## src/rtl/lr35902_dma_pkg.sv

```systemverilog
// Shared constants and state encoding for the LR35902 OAM DMA controller.
// Source-page helpers live here so the controller and any future users agree on the mapping.
package lr35902_dma_pkg;

  localparam logic [7:0] DMA_REG_ADR  = 8'h46;
  localparam int         NBYTES       = 160;
  localparam int         CYC_PER_BYTE = 4;
  localparam int         START_CYC    = 4;

  localparam logic [7:0] VRAM_PAGE_LO = 8'h80;
  localparam logic [7:0] VRAM_PAGE_HI = 8'h9F;

  localparam logic [1:0] LAST_PHASE   = 2'(CYC_PER_BYTE - 1);
  localparam logic [1:0] LATCH_PHASE  = 2'(CYC_PER_BYTE - 2);
  localparam logic [1:0] START_LAST   = 2'(START_CYC - 1);
  localparam logic [7:0] LAST_IDX     = 8'(NBYTES - 1);

  typedef enum logic [1:0] {
    IDLE,
    START,
    XFER
  } dma_state_e;

  // Pages E0-FF are the echo of work RAM at C0-DF.
  function automatic logic [7:0] effPage(input logic [7:0] src);
    return (src >= 8'hE0) ? (src & 8'hDF) : src;
  endfunction

  function automatic logic isVramPage(input logic [7:0] page);
    return (page >= VRAM_PAGE_LO) && (page <= VRAM_PAGE_HI);
  endfunction

endpackage

```

## src/rtl/lr35902_oam_dma.sv

```systemverilog
// OAM DMA controller: owns FF46 and copies 160 bytes from a source page into OAM,
// one byte per M-cycle, after a one M-cycle start delay.
module lr35902_oam_dma
  import lr35902_dma_pkg::*;
(
  input  logic        clk,
  input  logic        n_reset,
  input  logic [7:0]  adr,
  input  logic [7:0]  din,
  output logic [7:0]  dout,
  input  logic        read,
  input  logic        write,
  output logic [15:0] adr_dma_rd,
  output logic        rd_dma,
  input  logic [7:0]  data_dma_in,
  output logic [7:0]  adr_dma_wr,
  output logic [7:0]  data_dma_out,
  output logic        wr_dma,
  output logic        dma_active,
  output logic        dma_drvext
);

  dma_state_e state_q, state_d;
  logic [7:0] src_q, src_d;
  logic [7:0] idx_q, idx_d;
  logic [1:0] phase_q, phase_d;
  logic [7:0] data_q, data_d;
  logic       regWrPrev_q;

  logic       regWr;
  logic       startEvt;
  logic [7:0] page;

  // The write strobe is a level, so only its rising edge on FF46 starts a transfer.
  assign regWr    = write && (adr == DMA_REG_ADR);
  assign startEvt = regWr && !regWrPrev_q;
  assign page     = effPage(src_q);

  assign dout = (read && (adr == DMA_REG_ADR)) ? src_q : 8'hFF;

  always_ff @(posedge clk or negedge n_reset) begin
    if (!n_reset) begin
      state_q     <= IDLE;
      src_q       <= 8'h00;
      idx_q       <= 8'h00;
      phase_q     <= 2'd0;
      data_q      <= 8'h00;
      regWrPrev_q <= 1'b0;
    end else begin
      state_q     <= state_d;
      src_q       <= src_d;
      idx_q       <= idx_d;
      phase_q     <= phase_d;
      data_q      <= data_d;
      regWrPrev_q <= regWr;
    end
  end

  // A start event always wins, so a restart abandons the byte in flight before its write phase.
  always_comb begin
    state_d = state_q;
    src_d   = src_q;
    idx_d   = idx_q;
    phase_d = phase_q;
    data_d  = data_q;
    if (startEvt) begin
      state_d = START;
      src_d   = din;
      idx_d   = 8'h00;
      phase_d = 2'd0;
    end else begin
      case (state_q)
        START: begin
          if (phase_q == START_LAST) begin
            state_d = XFER;
            phase_d = 2'd0;
          end else begin
            phase_d = phase_q + 2'd1;
          end
        end
        XFER: begin
          phase_d = phase_q + 2'd1;
          if (phase_q == LATCH_PHASE) begin
            data_d = data_dma_in;
          end
          if (phase_q == LAST_PHASE) begin
            idx_d = idx_q + 8'd1;
            if (idx_q == LAST_IDX) begin
              state_d = IDLE;
            end
          end
        end
        default: begin
        end
      endcase
    end
  end

  always_comb begin
    adr_dma_rd   = 16'h0000;
    rd_dma       = 1'b0;
    wr_dma       = 1'b0;
    dma_drvext   = 1'b0;
    adr_dma_wr   = idx_q;
    data_dma_out = data_q;
    dma_active   = (state_q != IDLE);
    if (state_q == XFER) begin
      adr_dma_rd = {page, idx_q};
      rd_dma     = (phase_q != LAST_PHASE);
      wr_dma     = (phase_q == LAST_PHASE);
      dma_drvext = !isVramPage(page);
    end
  end

endmodule

```

## config.mk

```make
export PLATFORM = sky130hd
export DESIGN_NAME = lr35902_oam_dma
export DESIGN_NICKNAME = d
export VERILOG_FILES = /design/src/rtl/lr35902_dma_pkg.sv /design/src/rtl/lr35902_oam_dma.sv
export SDC_FILE = /design/constraint.sdc
export NUM_CORES = 1
export LEC_CHECK = 0
export ABC_CLOCK_PERIOD_IN_PS = 1830
export CORE_UTILIZATION = 41
export DETAILED_ROUTE_END_ITERATION = 6
export PLACE_DENSITY = 0.86
export SLEW_MARGIN = 30
export SYNTH_ARGS = -nofsm -noshare
export SYNTH_HDL_FRONTEND = slang
export SYNTH_SLANG_ARGS = --single-unit
```

## constraint.sdc

```tcl
create_clock -name clk -period 1.83 [get_ports clk]
set_input_delay 0.366 -clock clk [delete_from_list [all_inputs] [get_ports clk]]
set_output_delay 0.366 -clock clk [all_outputs]
set_load 0.01 [all_outputs]
```

Word-level counts from Yosys, hierarchy flattened --
Index checks and enable logic that the tools add are counted.
Word-level totals: word-level logic and storage cells 52, register bits after elaboration 29, output and inout bits 44, bits of input ports 28
Operators by class: equality and inequality tests 10, $add $sub $neg 2, bitwise operators 1, magnitude comparators 3, reduce and logical (&&, ||, !) cells 13, mux-type cells 17
Operator list (count):
- 8-bit 2-to-1 mux | 4
- 8-bit >= comparator, second input constant | 2
- 16-bit 2-to-1 mux | 1
- 2-bit 2-to-1 mux | 6
- 3-bit inequality test, second input constant | 3
- 8-bit by 1-bit adder with 8-bit output, second input constant | 1
- 8-bit by 7-bit == test with 1-bit output, second input constant | 1
- 8-bit == test, second input constant | 1
- 8-bit less-or-equal comparator, second input constant | 1
- 2-bit case mux with 2 select lines | 2
- 2-bit == test, second input constant | 3
- 6-bit 2-to-1 mux | 1
- 2-bit nonzero test | 3
- 1-bit logical AND | 4
- 4-bit AND reduction | 1
- 1-bit 2-to-1 mux | 3
- 3-bit AND reduction | 1
- 3-bit nonzero test | 1
- 2-bit by 1-bit adder with 2-bit output, second input constant | 1
- 2-bit by 1-bit == test with 1-bit output, second input constant | 1
- 1-bit logical NOT | 2
- 2-bit inequality test, second input constant | 1
- 2-bit AND reduction | 1
- 1-bit NOT | 1

Longest topological paths before layout --
word-level depth 6, gate-level depth with buffers 5, depth with buffers taken out 5

Worst setup path before layout --
OpenSTA, ideal clock, no wires.
path type in2out, from in adr[5], to out dout[0], path buffers 0, stages on the path 3, slack 0.216 ns, required time 1.464 ns, arrival time 1.248 ns, cells stage by stage nor4b_4 > nand3_1 > or2_2
On the way: cells in the longest elaborated chain, start to end 3
Ends and longest elaborated chain:
- start: declaration | line lr35902_oam_dma.sv:8 | input logic [7:0] adr,
- 8-bit by 7-bit == test with 1-bit output | line lr35902_oam_dma.sv:39 | assign dout = (read && (adr == DMA_REG_ADR)) ? src_q : 8'hFF;
- 1-bit logical AND | line lr35902_oam_dma.sv:39
- 8-bit 2-to-1 mux | line lr35902_oam_dma.sv:39
- end: declaration | line lr35902_oam_dma.sv:10 | output logic [7:0] dout,
Every way passes these cells.

Worst setup path after layout --
from reg state_q[0], to out dma_active
On the way: cells in the longest elaborated chain, start to end 1
Ends and longest elaborated chain:
- start: declaration | line lr35902_oam_dma.sv:23 | dma_state_e state_q, state_d;
- start signal: assignment | line lr35902_oam_dma.sv:50 | state_q <= state_d;
- 2-bit nonzero test | line lr35902_oam_dma.sv:106 | dma_active = (state_q != IDLE);
- end: declaration | line lr35902_oam_dma.sv:19 | output logic dma_active,
Every way passes these cells.

==> metrics.csv <==
metric;value;unit
outcome;finished clean;
worst-skew pair later-pin latency;0.27;ns
Hold WC Path Type;in -> async;
RR Endpoint;data_dma_out[5];
synth warn;0;
f_max;0.559;GHz
P&R area growth vs syn;54.0;%
synth cell count leaders;29 x dfrtp_1, 15 x and2_1, 9 x or2_2;
Synth Cell Area;1590;µm²
final wirelength;3.74;mm
clk buf depth;2;
Final Skew;0.00305;ns
crit share post-route;97.7;%
Syn Nets;171;
CTS Hold Buffers Added;0;
drt pass-1 iters;5;
fraction of registers with async set/reset;100;%
Crit. path cell count;3;
Setup crit end;dma_active;
Avg WL per Cell;13.5;µm
startpoint types;flop;
Vias;1428;
top_reg_cell synth;dfrtp_1;
CP peak stage delay;0.41;ns
Root Driver;clkbuf_8;
hpwl dp;2.70;mm
final hold violation count;0;
Buf+Inv Stages, Crit Path;2;
CP startpoint;state_q[0];
gr usage total;20.3;%
Cell variety after synth;34;
Post-Syn Area per Cell;11.4;µm²
Setup Viol. Count Final;0;
final hold slack;0.472;ns
Post-synth EDFFs;0;
Placer Congestion;0.798;
sequential-to-total area share from yosys stat;45.6;%
minimum clock period;1.79;ns
PortBufs;71;
CP delay by family, top;buffers and inverters;
Num Clock Sinks;29;
Register-to-Register Path Depth;6;
Slew HR;75.0;%
Inserted Diodes;0;
maximum VDD drop;0.844;mV
RSZ-0062 raised after global routing;no;
critical path type;reg -> out;
die footprint;4130;µm²
Worst EP required;1.46;ns
Placeable Area;3690;µm²
CTS H-tree depth;2;
Register-to-Register Setup Slack;0.16;ns
Placed Instances;266;
synth top area cells;dfrtp_1 46%, mux2_4 7.6%, and2_1 5.9%, mux2_2 5.7%, or2_2 3.5%;
largest net degree at the start of global routing;30;
Crit. End Element;output port;
post-route ant nets;0;
DP Area;2410;µm²
Final Cell Area;2450;µm²
top-count cell post-synth;dfrtp_1;
# fillers;323;
critical path peak fanout;9;
area share of the leading cell type in the synthesized netlist;45.6;%
CTS tree;built;
die outline width;64.3;µm
Ports;72;
num rows;22;
critical path cell sequence;buf_4 -> or2_2 -> dlygate4sd2_1;
FF+latch count, synth;29;
Worst-path clk slew;0.06;ns
vias in the first global route;1438;
Worst-Margin Slew;0.375;ns
layout cell share with drive strength beyond 1;37.6;%
CP arrival;1.42;ns
Iter 0 DRT Violations;38;
vias per inst;5.16;
first-pass GRT wire length;6.51;mm
Leakage;1.12;nW
CTS Buf Count;5;
total gr overflow;0;
PD cells;1180;nW/µm²
Initial Util;43.1;%
fin. max-slew vios;0;
largest area contributor in the netlist;dfrtp_1;
Die Y;64.3;µm
FF-to-FF Start;phase_q[0];
drc violations;0;
crit path max-delay cell type;dfrtp_1;
number of nets in the layout;260;
count of max-cap constraint violations;0;
Post-Syn Instances;140;
Post-Layout Cell Count;277;
initial antenna violation count;0;
## registers in the layout, indices dropped and copies added, names as in the netlist
signal / cells
adr_dma_wr: 8
phase_q: 2
src_q: 8
regWrPrev_q: 1
data_dma_out: 8
state_q: 2
## worst register-to-register path, delay by kind of cell, from the launching register on
kind	cells	cell delay, ns
simple gates	1	0.12
fa+ha+maj	1	0.15
flops	1	0.38
compound gates	1	0.32
mux	1	0.38
buf+inv	2	0.21
## per-stage QoR
step	util [%]	setup WS (ns)	setup TNS, ns	power, mW
after floorplan	-	0.216	0	1.66
final	66.4	0.0413	0	2.89
after detailed placement	65.5	-0.687	-10.59	2.44
after global placement	65.5	-0.641	-9.56	2.40
after CTS	67.4	0.000480	0	2.93
after global routing	66.4	0.000394	0	3.10
## where the power goes
group          switching [mW]  internal, mW
sequential              0.164         0.831
clock                   0.222         0.297
combinational           0.593         0.787
## logic make-up after synthesis
logic type	Yosys count	share of synthesized area, %
adders and majority gates	3	2.36
muxes	16	13.2
AOI/OAI and AO/OA	19	8.18
buffers and inverters	9	3.46
xor gates and xnor gates	4	2.20
DFF	29	45.6
and+or+nand+nor	60	24.9
## cells in the final DEF (no fill, tap or decap), types with 4 or more instances in the layout
master	n
clkdlybuf4s50_1	34
dfrtp_1	29
buf_2	15
and2_1	14
buf_4	13
clkbuf_2	10
a21oi_1	8
mux2_2	8
mux2_4	8
buf_6	8
or2_2	7
nand2_1	6
nor2_1	6
clkbuf_8	6
dlygate4sd2_1	6
xor2_1	4
## layout make-up
cell class	instances	area, µm²	area share, %
clock buffer	7	86.3	3.53
inverter	3	11.3	0.460
timing repair buffer	88	726	29.6
multi-input combinational	102	840	34.3
sequential	29	726	29.6
tap	48	60.1	2.45
## metal layers
metal  vias up  part of all wire (%)  track usage (%)
met2        61                    51             35.4
met1       693                    40             24.2
met5         -                     0                0
met3         9                   7.0             6.25
li1        665                     -                -
met4         0                   1.6             5.00
## repair_timing
item	4_1_cts	5_1_grt
gates resized for setup	111	21
setup endpoints to repair	28	22
buffers inserted	5	1
pin swaps	4	1
## worst min path at each step
stage / startpoint / end / slack [ns] / depth (start not counted)
finish: n_reset / data_dma_out[6] / 0.47 / 2
global route: n_reset / data_dma_out[1] / 0.50 / 2
CTS: n_reset / data_dma_out[1] / 0.48 / 2
detailed placement: data_dma_out[3] / data_dma_out[3] / 0.50 / 1
global placement: data_dma_out[1] / data_dma_out[1] / 0.49 / 1
floorplan: n_reset / adr_dma_wr[0] / 0.07 / 0
No activity file was read; power rests on OpenSTA's default activity.
